`src/rtl/seq_divider16.sv`:
```
// seq_divider16: iterative restoring divider, one quotient bit per cycle.
// Accepts signed or unsigned operands on a start pulse, flags divide-by-zero
// and signed overflow (most-negative / -1).
// Optional build macro DIV_EARLY_EXIT_EN: when the dividend magnitude is
// below the divisor magnitude the iterations are skipped (short path).
module seq_divider16 #(
  parameter int WIDTH = 16
) (
  input  logic             clk,
  input  logic             rst_n,
  input  logic             start,
  input  logic             sign,
  input  logic [WIDTH-1:0] dividend,
  input  logic [WIDTH-1:0] divisor,
  output logic             busy,
  output logic             done,
  output logic [WIDTH-1:0] quotient,
  output logic [WIDTH-1:0] remainder,
  output logic             div_by_zero,
  output logic             overF
);

  localparam int CW = $clog2(WIDTH + 1);
  localparam logic [WIDTH-1:0] ALL_ONES = {WIDTH{1'b1}};
  localparam logic [WIDTH-1:0] ZERO     = {WIDTH{1'b0}};
  localparam logic [WIDTH-1:0] MOST_NEG = {1'b1, {(WIDTH-1){1'b0}}};

  typedef enum logic [1:0] {
    S_IDLE = 2'd0,
    S_RUN  = 2'd1,
    S_FIX  = 2'd2,
    S_DONE = 2'd3
  } state_t;

  // Two's complement negation.
  function automatic logic [WIDTH-1:0] negate(input logic [WIDTH-1:0] v);
    negate = ~v + {{(WIDTH-1){1'b0}}, 1'b1};
  endfunction

  // Magnitude of an operand; 0x8000 maps to 0x8000 read as unsigned.
  function automatic logic [WIDTH-1:0] magnitude(input logic [WIDTH-1:0] v,
                                                 input logic is_signed);
    if (is_signed && v[WIDTH-1]) begin
      magnitude = negate(v);
    end else begin
      magnitude = v;
    end
  endfunction

  state_t           state_q, state_d;
  logic [CW-1:0]    count_q, count_d;
  logic [WIDTH:0]   rem_q, rem_d;       // partial remainder, one guard bit
  logic [WIDTH-1:0] q_q, q_d;           // dividend shifts out, quotient shifts in
  logic [WIDTH-1:0] dvs_q, dvs_d;       // divisor magnitude
  logic             qneg_q, qneg_d;
  logic             rneg_q, rneg_d;
  logic             hold_q, hold_d;     // short path stages its result one cycle
  logic             busy_q, busy_d;
  logic             done_q, done_d;
  logic [WIDTH-1:0] quot_q, quot_d;
  logic [WIDTH-1:0] remo_q, remo_d;
  logic             dz_q, dz_d;
  logic             ovf_q, ovf_d;

  logic [WIDTH-1:0] dvd_mag;
  logic [WIDTH-1:0] dvs_mag;
  logic             early_exit;
  logic [WIDTH+1:0] rem_shift;
  logic [WIDTH+1:0] trial;

  assign dvd_mag = magnitude(dividend, sign);
  assign dvs_mag = magnitude(divisor, sign);

`ifdef DIV_EARLY_EXIT_EN
  assign early_exit = (dvd_mag < dvs_mag);
`else
  assign early_exit = 1'b0;
`endif

  assign rem_shift = {rem_q, q_q[WIDTH-1]};
  assign trial     = rem_shift - {2'b00, dvs_q};

  // Next-state, datapath and output computation.
  always_comb begin
    state_d = state_q;
    count_d = count_q;
    rem_d   = rem_q;
    q_d     = q_q;
    dvs_d   = dvs_q;
    qneg_d  = qneg_q;
    rneg_d  = rneg_q;
    hold_d  = hold_q;
    busy_d  = busy_q;
    done_d  = 1'b0;
    quot_d  = quot_q;
    remo_d  = remo_q;
    dz_d    = dz_q;
    ovf_d   = ovf_q;

    case (state_q)
      S_IDLE: begin
        if (start) begin
          busy_d = 1'b1;
          dz_d   = (divisor == ZERO);
          ovf_d  = sign & (dividend == MOST_NEG) & (divisor == ALL_ONES);
          dvs_d  = dvs_mag;
          if (divisor == ZERO) begin
            q_d     = ALL_ONES;
            rem_d   = {1'b0, dividend};
            qneg_d  = 1'b0;
            rneg_d  = 1'b0;
            hold_d  = 1'b1;
            state_d = S_FIX;
          end else if (early_exit) begin
            q_d     = ZERO;
            rem_d   = {1'b0, dividend};
            qneg_d  = 1'b0;
            rneg_d  = 1'b0;
            hold_d  = 1'b1;
            state_d = S_FIX;
          end else begin
            q_d     = dvd_mag;
            rem_d   = {(WIDTH+1){1'b0}};
            qneg_d  = sign & (dividend[WIDTH-1] ^ divisor[WIDTH-1]);
            rneg_d  = sign & dividend[WIDTH-1];
            hold_d  = 1'b0;
            count_d = CW'(WIDTH);
            state_d = S_RUN;
          end
        end else begin
          state_d = S_IDLE;
        end
      end
      S_RUN: begin
        if (!trial[WIDTH+1]) begin
          rem_d = trial[WIDTH:0];
          q_d   = {q_q[WIDTH-2:0], 1'b1};
        end else begin
          rem_d = rem_shift[WIDTH:0];
          q_d   = {q_q[WIDTH-2:0], 1'b0};
        end
        count_d = count_q - CW'(1);
        if (count_q == CW'(1)) begin
          state_d = S_FIX;
        end else begin
          state_d = S_RUN;
        end
      end
      S_FIX: begin
        if (hold_q) begin
          hold_d = 1'b0;
        end else begin
          quot_d  = qneg_q ? negate(q_q) : q_q;
          remo_d  = rneg_q ? negate(rem_q[WIDTH-1:0]) : rem_q[WIDTH-1:0];
          busy_d  = 1'b0;
          done_d  = 1'b1;
          state_d = S_DONE;
        end
      end
      S_DONE: begin
        state_d = S_IDLE;
      end
      default: begin
        state_d = S_IDLE;
        busy_d  = 1'b0;
      end
    endcase
  end

  // State and datapath registers; reset aborts any division in flight.
  always_ff @(posedge clk or negedge rst_n) begin
    if (!rst_n) begin
      state_q <= S_IDLE;
      count_q <= {CW{1'b0}};
      rem_q   <= {(WIDTH+1){1'b0}};
      q_q     <= ZERO;
      dvs_q   <= ZERO;
      qneg_q  <= 1'b0;
      rneg_q  <= 1'b0;
      hold_q  <= 1'b0;
      busy_q  <= 1'b0;
      done_q  <= 1'b0;
      quot_q  <= ZERO;
      remo_q  <= ZERO;
      dz_q    <= 1'b0;
      ovf_q   <= 1'b0;
    end else begin
      state_q <= state_d;
      count_q <= count_d;
      rem_q   <= rem_d;
      q_q     <= q_d;
      dvs_q   <= dvs_d;
      qneg_q  <= qneg_d;
      rneg_q  <= rneg_d;
      hold_q  <= hold_d;
      busy_q  <= busy_d;
      done_q  <= done_d;
      quot_q  <= quot_d;
      remo_q  <= remo_d;
      dz_q    <= dz_d;
      ovf_q   <= ovf_d;
    end
  end

  assign busy        = busy_q;
  assign done        = done_q;
  assign quotient    = quot_q;
  assign remainder   = remo_q;
  assign div_by_zero = dz_q;
  assign overF       = ovf_q;

endmodule

```
`config.mk`:
```
export PLATFORM = sky130hd
export DESIGN_NAME = seq_divider16
export DESIGN_NICKNAME = d
export VERILOG_FILES = /design/src/rtl/seq_divider16.sv
export SDC_FILE = /design/constraint.sdc
export NUM_CORES = 1
export LEC_CHECK = 0
export BUFFER_PORTS_ARGS = -buffer_cell sky130_fd_sc_hd__buf_4
export CAP_MARGIN = 20
export CELL_PAD_IN_SITES_DETAIL_PLACEMENT = 1
export CELL_PAD_IN_SITES_GLOBAL_PLACEMENT = 1
export CORE_MARGIN = 5
export CORE_UTILIZATION = 48
export DETAILED_ROUTE_END_ITERATION = 8
export PLACE_DENSITY = 0.84
export SYNTH_ARGS = -nofsm -noshare
export SYNTH_HDL_FRONTEND = slang
export SYNTH_SLANG_ARGS = --single-unit
export TNS_END_PERCENT = 10
```
`constraint.sdc`:
```
create_clock -name clk -period 6.4 [get_ports clk]
set_clock_uncertainty 0.15 [all_clocks]
set_input_delay 1.28 -clock clk [delete_from_list [all_inputs] [get_ports clk]]
set_output_delay 1.28 -clock clk [all_outputs]
set_load 0.05 [all_outputs]
```
==> results.yml, run 1 <==
detailed_routing:
  drtIter0Drc: 270
  wl_per_cell_um: 19.5
  vias: 5459
  viasPerCell: 5.80
  antenna_left: 0
  drc: 0
  wl_um: 18300
  drtPass1Iterations: 4
clock_tree:
  clock_latency_ns: 0.36
  post_cts_buffers: 0
  clockBufferDepth: 2
  clkSlewWorstSetupHoldPaths_ns: 0.08
  cts_root_buf: "clkbuf_16"
  cts-buffers-inserted: 9
  h-tree-depth: 3
  cts_tree: "done"
  ctsResizeCount: 0
  hold_buffers: 0
  clkSinkCount: 95
final_layout:
  antenna_cells: 0
  seq_area_sq_um: 2380
  nets: 825
  multi_input_area_sq_um: 3360
  finalNonFillerCells: 942
  area_growth_pct: 15.7
  nFillCells: 1495
  drive_above_1_share: 0.138
placed_design:
  place_hpwl_um: 13800
  numPortBuffers: 71
  gp_congestion: 0.948
  pre_cts_ws_ns: 2.62
  dp.cells: 925
timing:
  post-route-period-util: 0.537
  worst_pin_slew_ns: 0.947
  min_period_ns: 3.44
  rsz0062_at_grt: "no"
  setup_viol: 0
  slew_violations: 0
  hold_violations: 0
  slew_headroom: 0.367
  fin_hold_ws_ns: 0.340
  fmax_ghz: 0.291
  finalSetupTns_ns: 0
  timing.final.ws_setup_ns: 2.96
yosys:
  seq_area_frac_synth: 0.393
  ys_types: 60
  syn_area_sq_um: 6050
  synth_fp_nets: 770
  synth-async-reset-ratio: 1.00
  synth.avg_cell_area_sq_um: 8.52
  synth-seq-cells: 95
  ys.warnings.count: 0
  ys.flop_type: "dfrtp_1"
  synthCells: 710
  synth_edf_count: 0
floorplan:
  core_sq_um: 12500
  die_h_um: 122
  dieArea_sq_um: 14900
  rows: 41
  start_util: 0.485
  io_pins: 72
  die_x_um: 122
worst_setup_path:
  rr_startpoint: "rem_q[10]$_DFFE_PN0P_"
  crit_type: "in2reg"
  cpMaxStageDelayCell: "and3_1"
  cp.arrival_ns: 3.58
  path_max_fanout: 44
  ff2ff_path_depth: 9
  rr_endpoint: "rem_q[0]$_DFFE_PN0P_"
  crit_path_cell_trace: "buf_4 > nor2_1 > or2_1 > buf_4 > nor2_1 > and3_1 > a22oi_1 > o21ai_0 > a31o_2"
  crit_end: "rem_q[15]$_DFFE_PN0P_"
  cp-start-kind: "input port"
  r2r_slack_ns: 3.28
  cp-end-kind: "flop"
  crit_start: "start"
  crit_required_ns: 6.55
  cpPeakStageDelay_ns: 0.68
run:
  cap_violations: 0
global_routing:
  grt_max_degree: 68
  grt_use_total: 0.250
  overflow: 0
  grt_pass1_vias: 5606
  grt_pass1_wl_um: 29200
  antenna_found_initial: 0
worst_hold_path:
  hold_path.class: "reg2reg"
pwr:
  power_density_nw_per_um2: 580
  ir_drop_uv: 210
  leakage_nw: 3.15
outcome:
  status: "complete, no violations"
per-stage QoR:
| step | util | total power, mW | cell area (sq um) |
|---|---|---|---|
| CTS | 0.560 | 4.05 | 6980 |
| detailed placement | 0.535 | 3.45 | 6670 |
| global route | 0.562 | 4.37 | 7000 |
| finish | 0.562 | 4.06 | 7000 |
| floorplan | - | 2.83 | 6050 |
| global placement | 0.535 | 3.33 | 6670 |
Yosys cell counts, types with 5 or more instances:
library cell	number	share of area
mux2i_1	16	0.026
xor2_1	37	0.054
nand2b_1	10	0.010
a22oi_1	15	0.019
xnor2_1	30	0.043
nor3_1	12	0.0099
o22ai_1	9	0.0093
ha_1	23	0.048
nand3_1	13	0.011
nor2_1	37	0.023
a21oi_1	45	0.037
o21ai_1	9	0.0074
nand4_1	7	0.0072
a21o_1	5	0.0062
nand2_1	107	0.066
o31ai_1	12	0.015
dfrtp_1	95	0.39
inv_1	38	0.024
o21ai_0	94	0.078
clkbuf_1	24	0.015
per-layer routing:
| layer | track usage | part of all wire |
|---|---|---|
| met5 | 0.0139 | 0 |
| met1 | 0.331 | 0.45 |
| met2 | 0.414 | 0.49 |
| met3 | 0.0336 | 0.042 |
| met4 | 0.100 | 0.026 |
worst min-delay path by stage:
stage / from / cells after the start / endpoint / slack (ns)
after global routing: dvs_q[6]$_DFFE_PN0P_ / 2 / dvs_q[6]$_DFFE_PN0P_ / 0.37
after detailed placement: quotient[14]$_DFFE_PN0P_ / 2 / quotient[14]$_DFFE_PN0P_ / 0.33
after CTS: quotient[14]$_DFFE_PN0P_ / 2 / quotient[14]$_DFFE_PN0P_ / 0.34
final: quotient[3]$_DFFE_PN0P_ / 2 / quotient[3]$_DFFE_PN0P_ / 0.34
after global placement: quotient[15]$_DFFE_PN0P_ / 2 / quotient[15]$_DFFE_PN0P_ / 0.31
after floorplan: dvs_q[10]$_DFFE_PN0P_ / 2 / dvs_q[10]$_DFFE_PN0P_ / 0.30
area by class of cell:
cell class              instances  area share
clock buffers                  10      0.0341
flip-flops and latches         95       0.340
well taps                     172      0.0307
repair buffers                 77      0.0844
clock inverters                 6      0.0105
multi-input cells             544       0.480
inverters                      38      0.0204
flip-flops by register name, summed over array words and instances (netlist names):
signal,cells
q_q,16
qneg_q,1
rneg_q,1
quotient,16
remainder,16
state_q,2
done,1
dvs_q,16
hold_q,1
overF,1
rem_q,17
count_q,5
busy,1
div_by_zero,1
report_power, final:
part | leakage [nW] | total (mW) | internal, mW | switching (mW)
sequential | 1.21 | 1.17 | 0.842 | 0.328
combinational | 1.79 | 2.31 | 0.925 | 1.38
clock | 0.154 | 0.579 | 0.320 | 0.259
worst max-delay path: cells and delay by family:
family	cells	cell delay (ns)
simple gates	4	1.50
compound gates	3	0.41
buf+inv	2	0.36
kinds of logic after synthesis:
group / synth area share
mux: 0.0302
flops: 0.393
buf+inv: 0.0513
simple gates: 0.165
compound gates: 0.213
xor+xnor: 0.0970
fa+ha+maj: 0.0509
cells in the final DEF (no fill, tap or decap), types with 3 or more instances in the layout:
master / Yosys / routed
a21o_1: 5 / 5
nand3_1: 13 / 13
or4_1: 3 / 3
o211ai_1: 4 / 4
nand4_1: 7 / 7
dfrtp_1: 95 / 95
nor4_1: 4 / 4
nand2b_1: 10 / 10
xnor2_1: 30 / 30
inv_6: 0 / 4
a21oi_1: 45 / 45
o22ai_1: 9 / 9
nand2_1: 107 / 107
nor3b_1: 4 / 4
a31oi_1: 4 / 4
nor2b_1: 3 / 3
nor2_1: 37 / 37
and3_1: 4 / 4
o31ai_1: 12 / 12
nor3_1: 12 / 12
xor2_1: 37 / 37
clkbuf_16: 0 / 9
ha_1: 23 / 23
o21ai_0: 94 / 94
inv_1: 38 / 38
buf_4: 1 / 76
mux2i_1: 16 / 16
o21ai_1: 9 / 9
a22oi_1: 15 / 15
Note: power is estimated with default switching activity, not from simulation.
==> inputs of run 2 (changes only) <==
--- a/config.mk
+++ b/config.mk
@@ -10,9 +10,9 @@
 export CELL_PAD_IN_SITES_DETAIL_PLACEMENT = 1
 export CELL_PAD_IN_SITES_GLOBAL_PLACEMENT = 1
 export CORE_MARGIN = 5
-export CORE_UTILIZATION = 48
+export CORE_UTILIZATION = 40
 export DETAILED_ROUTE_END_ITERATION = 8
-export PLACE_DENSITY = 0.84
+export PLACE_DENSITY = 0.74
 export SYNTH_ARGS = -nofsm -noshare
 export SYNTH_HDL_FRONTEND = slang
 export SYNTH_SLANG_ARGS = --single-unit
==> constraint.sdc (replaced) <==
create_clock -name clk -period 3.05 [get_ports clk]
set_clock_uncertainty 0.15 [all_clocks]
set_input_delay 0.61 -clock clk [delete_from_list [all_inputs] [get_ports clk]]
set_output_delay 0.61 -clock clk [all_outputs]
set_load 0.05 [all_outputs]
==> run 2 against run 1 <==
Critical path depth grew 1. Hold slack lost 0.16 ns. Global-route usage shrank 3.4 points. Sequential share of layout area shrank 0.85 points. Routed wire length grew 0.90%. Die area grew 18%. First-iteration DRC count shrank 1.5%. Core utilization shrank 8.4 points. Largest power group unchanged. Flip-flop and latch count is the same.
==> results.yml, run 2 (synthesis results as in run 1) <==
placed_design:
  place_hpwl_um: 14600
  numPortBuffers: 71
  place_area_sq_um: 6870
  gp_congestion: 0.972
floorplan:
  die_x_um: 133
  core_sq_um: 15000
  die_h_um: 133
  rows: 45
  dieArea_sq_um: 17700
  start_util: 0.402
  io_pins: 72
clock_tree:
  clockBufferDepth: 2
  cts_root_buf: "clkbuf_16"
  post_cts_buffers: 0
  cts_tree: "done"
  clkSinkCount: 95
  hold_buffers: 0
  clock_latency_ns: 0.36
  h-tree-depth: 3
  ctsResizeCount: 0
  cts-buffers-inserted: 9
  clkSlewWorstSetupHoldPaths_ns: 0.07
detailed_routing:
  wl_per_cell_um: 18.9
  vias: 5489
  antenna_left: 0
  viasPerCell: 5.61
  drtIter0Drc: 266
  drtPass1Iterations: 4
  wl_um: 18500
  drc: 0
timing:
  post-route-period-util: 0.935
  worst_pin_slew_ns: 0.763
  fin_hold_ws_ns: 0.185
  setup_viol: 0
  hold_violations: 0
  min_period_ns: 2.85
  slew_violations: 0
  rsz0062_at_grt: "no"
  finalSetupTns_ns: 0
  slew_headroom: 0.492
  fmax_ghz: 0.351
run:
  cap_violations: 0
pwr:
  leakage_nw: 3.25
  p_int_mw: 4.54
  ir_drop_uv: 482
  power_density_nw_per_um2: 1210
  pwr-share-clk: 0.127
  total_power_mw: 8.69
  p_sw_mw: 4.15
  pwr-share-comb: 0.608
  sequentialPowerShare: 0.265
  swShare: 0.478
global_routing:
  grt_pass1_wl_um: 30800
  grt_use_total: 0.216
  antenna_found_initial: 0
  grt_max_degree: 68
  overflow: 0
  grt_pass1_vias: 5732
worst_setup_path:
  cp.arrival_ns: 2.97
  path_max_fanout: 19
  cp-end-kind: "flop"
  cp-start-kind: "flop"
  crit_type: "reg2reg"
  crit_required_ns: 3.17
final_layout:
  layout_common_cells: "nand2_1, dfrtp_1, buf_4"
  nets: 846
  final_area_sq_um: 7180
  drive_above_1_share: 0.161
  mostFrequentLayoutCell: "nand2_1"
  largest_register_ffs: 17
  nFillCells: 1774
  area_growth_pct: 18.7
  antenna_cells: 0
  largest-register: "rem_q"
outcome:
  status: "complete, no violations"
worst_hold_path:
  hold_path.class: "in2async"
## run 2: power groups by stage
stage / Clock (mW) / Sequential, mW / Combinational [mW]
global placement: 0 / 2.28 / 5.13
CTS: 1.13 / 2.30 / 5.29
finish: 1.10 / 2.30 / 5.28
floorplan: 0 / 2.44 / 3.49
detailed placement: 0 / 2.32 / 5.27
global route: 1.18 / 2.38 / 5.86
## run 2: worst paths after layout
check                                        start                         to  slack (ns)  cells past startpoint
max in group asynchronous                    rst_n         q_q[9]$_DFFE_PN0P_        1.87                      2
min reg2reg                quotient[7]$_DFFE_PN0P_    quotient[7]$_DFFE_PN0P_        0.33                      2
max reg2reg                  dvs_q[11]$_DFFE_PN0P_       rem_q[1]$_DFFE_PN0P_        0.20                     10
min in group clk           quotient[7]$_DFFE_PN0P_    quotient[7]$_DFFE_PN0P_        0.33                      2
min                                          rst_n  remainder[10]$_DFFE_PN0P_        0.18                      1
max                          dvs_q[11]$_DFFE_PN0P_       rem_q[1]$_DFFE_PN0P_        0.20                     10
## run 2: critical path, stage by stage, from the launching register on
cell and delay [ns]:
dfrtp_1 0.35, inv_1 0.05, ha_1 0.37, nand2_1 0.15, nor4_2 0.29, o21ai_0 0.20, and3_1 0.22, nor3_2 0.28
buf_12 0.21, mux2_2 0.34, o21ai_0 0.16
## run 2: through the flow
stage | std cells | utilization | worst slack (ns)
finish | 978 | 0.478 | 0.198
global route | 978 | 0.478 | 0.0719
CTS | 977 | 0.476 | 0.164
detailed placement | 962 | 0.457 | 0.180
global placement | 962 | 0.457 | 0.320
floorplan | 710 | - | 0.519
## run 2: routing by layer
| metal | routed length [um] | GRT usage | vias to the layer above |
|---|---|---|---|
| met5 | 0 | 0 | - |
| li1 | - | - | 2638 |
| met1 | 8450 | 0.291 | 2705 |
| met2 | 8600 | 0.343 | 114 |
| met3 | 724 | 0.0327 | 32 |
| met4 | 737 | 0.0953 | 0 |
## run 2: area by class of cell
class	instances	area, sq um	share of cell area
multi-input cells	544	3370	0.469
clock inverters	4	30.0	0.00418
well taps	188	235	0.0328
inverters	38	143	0.0199
repair buffers	98	773	0.108
flip-flops and latches	95	2380	0.331
clock buffers	11	253	0.0352
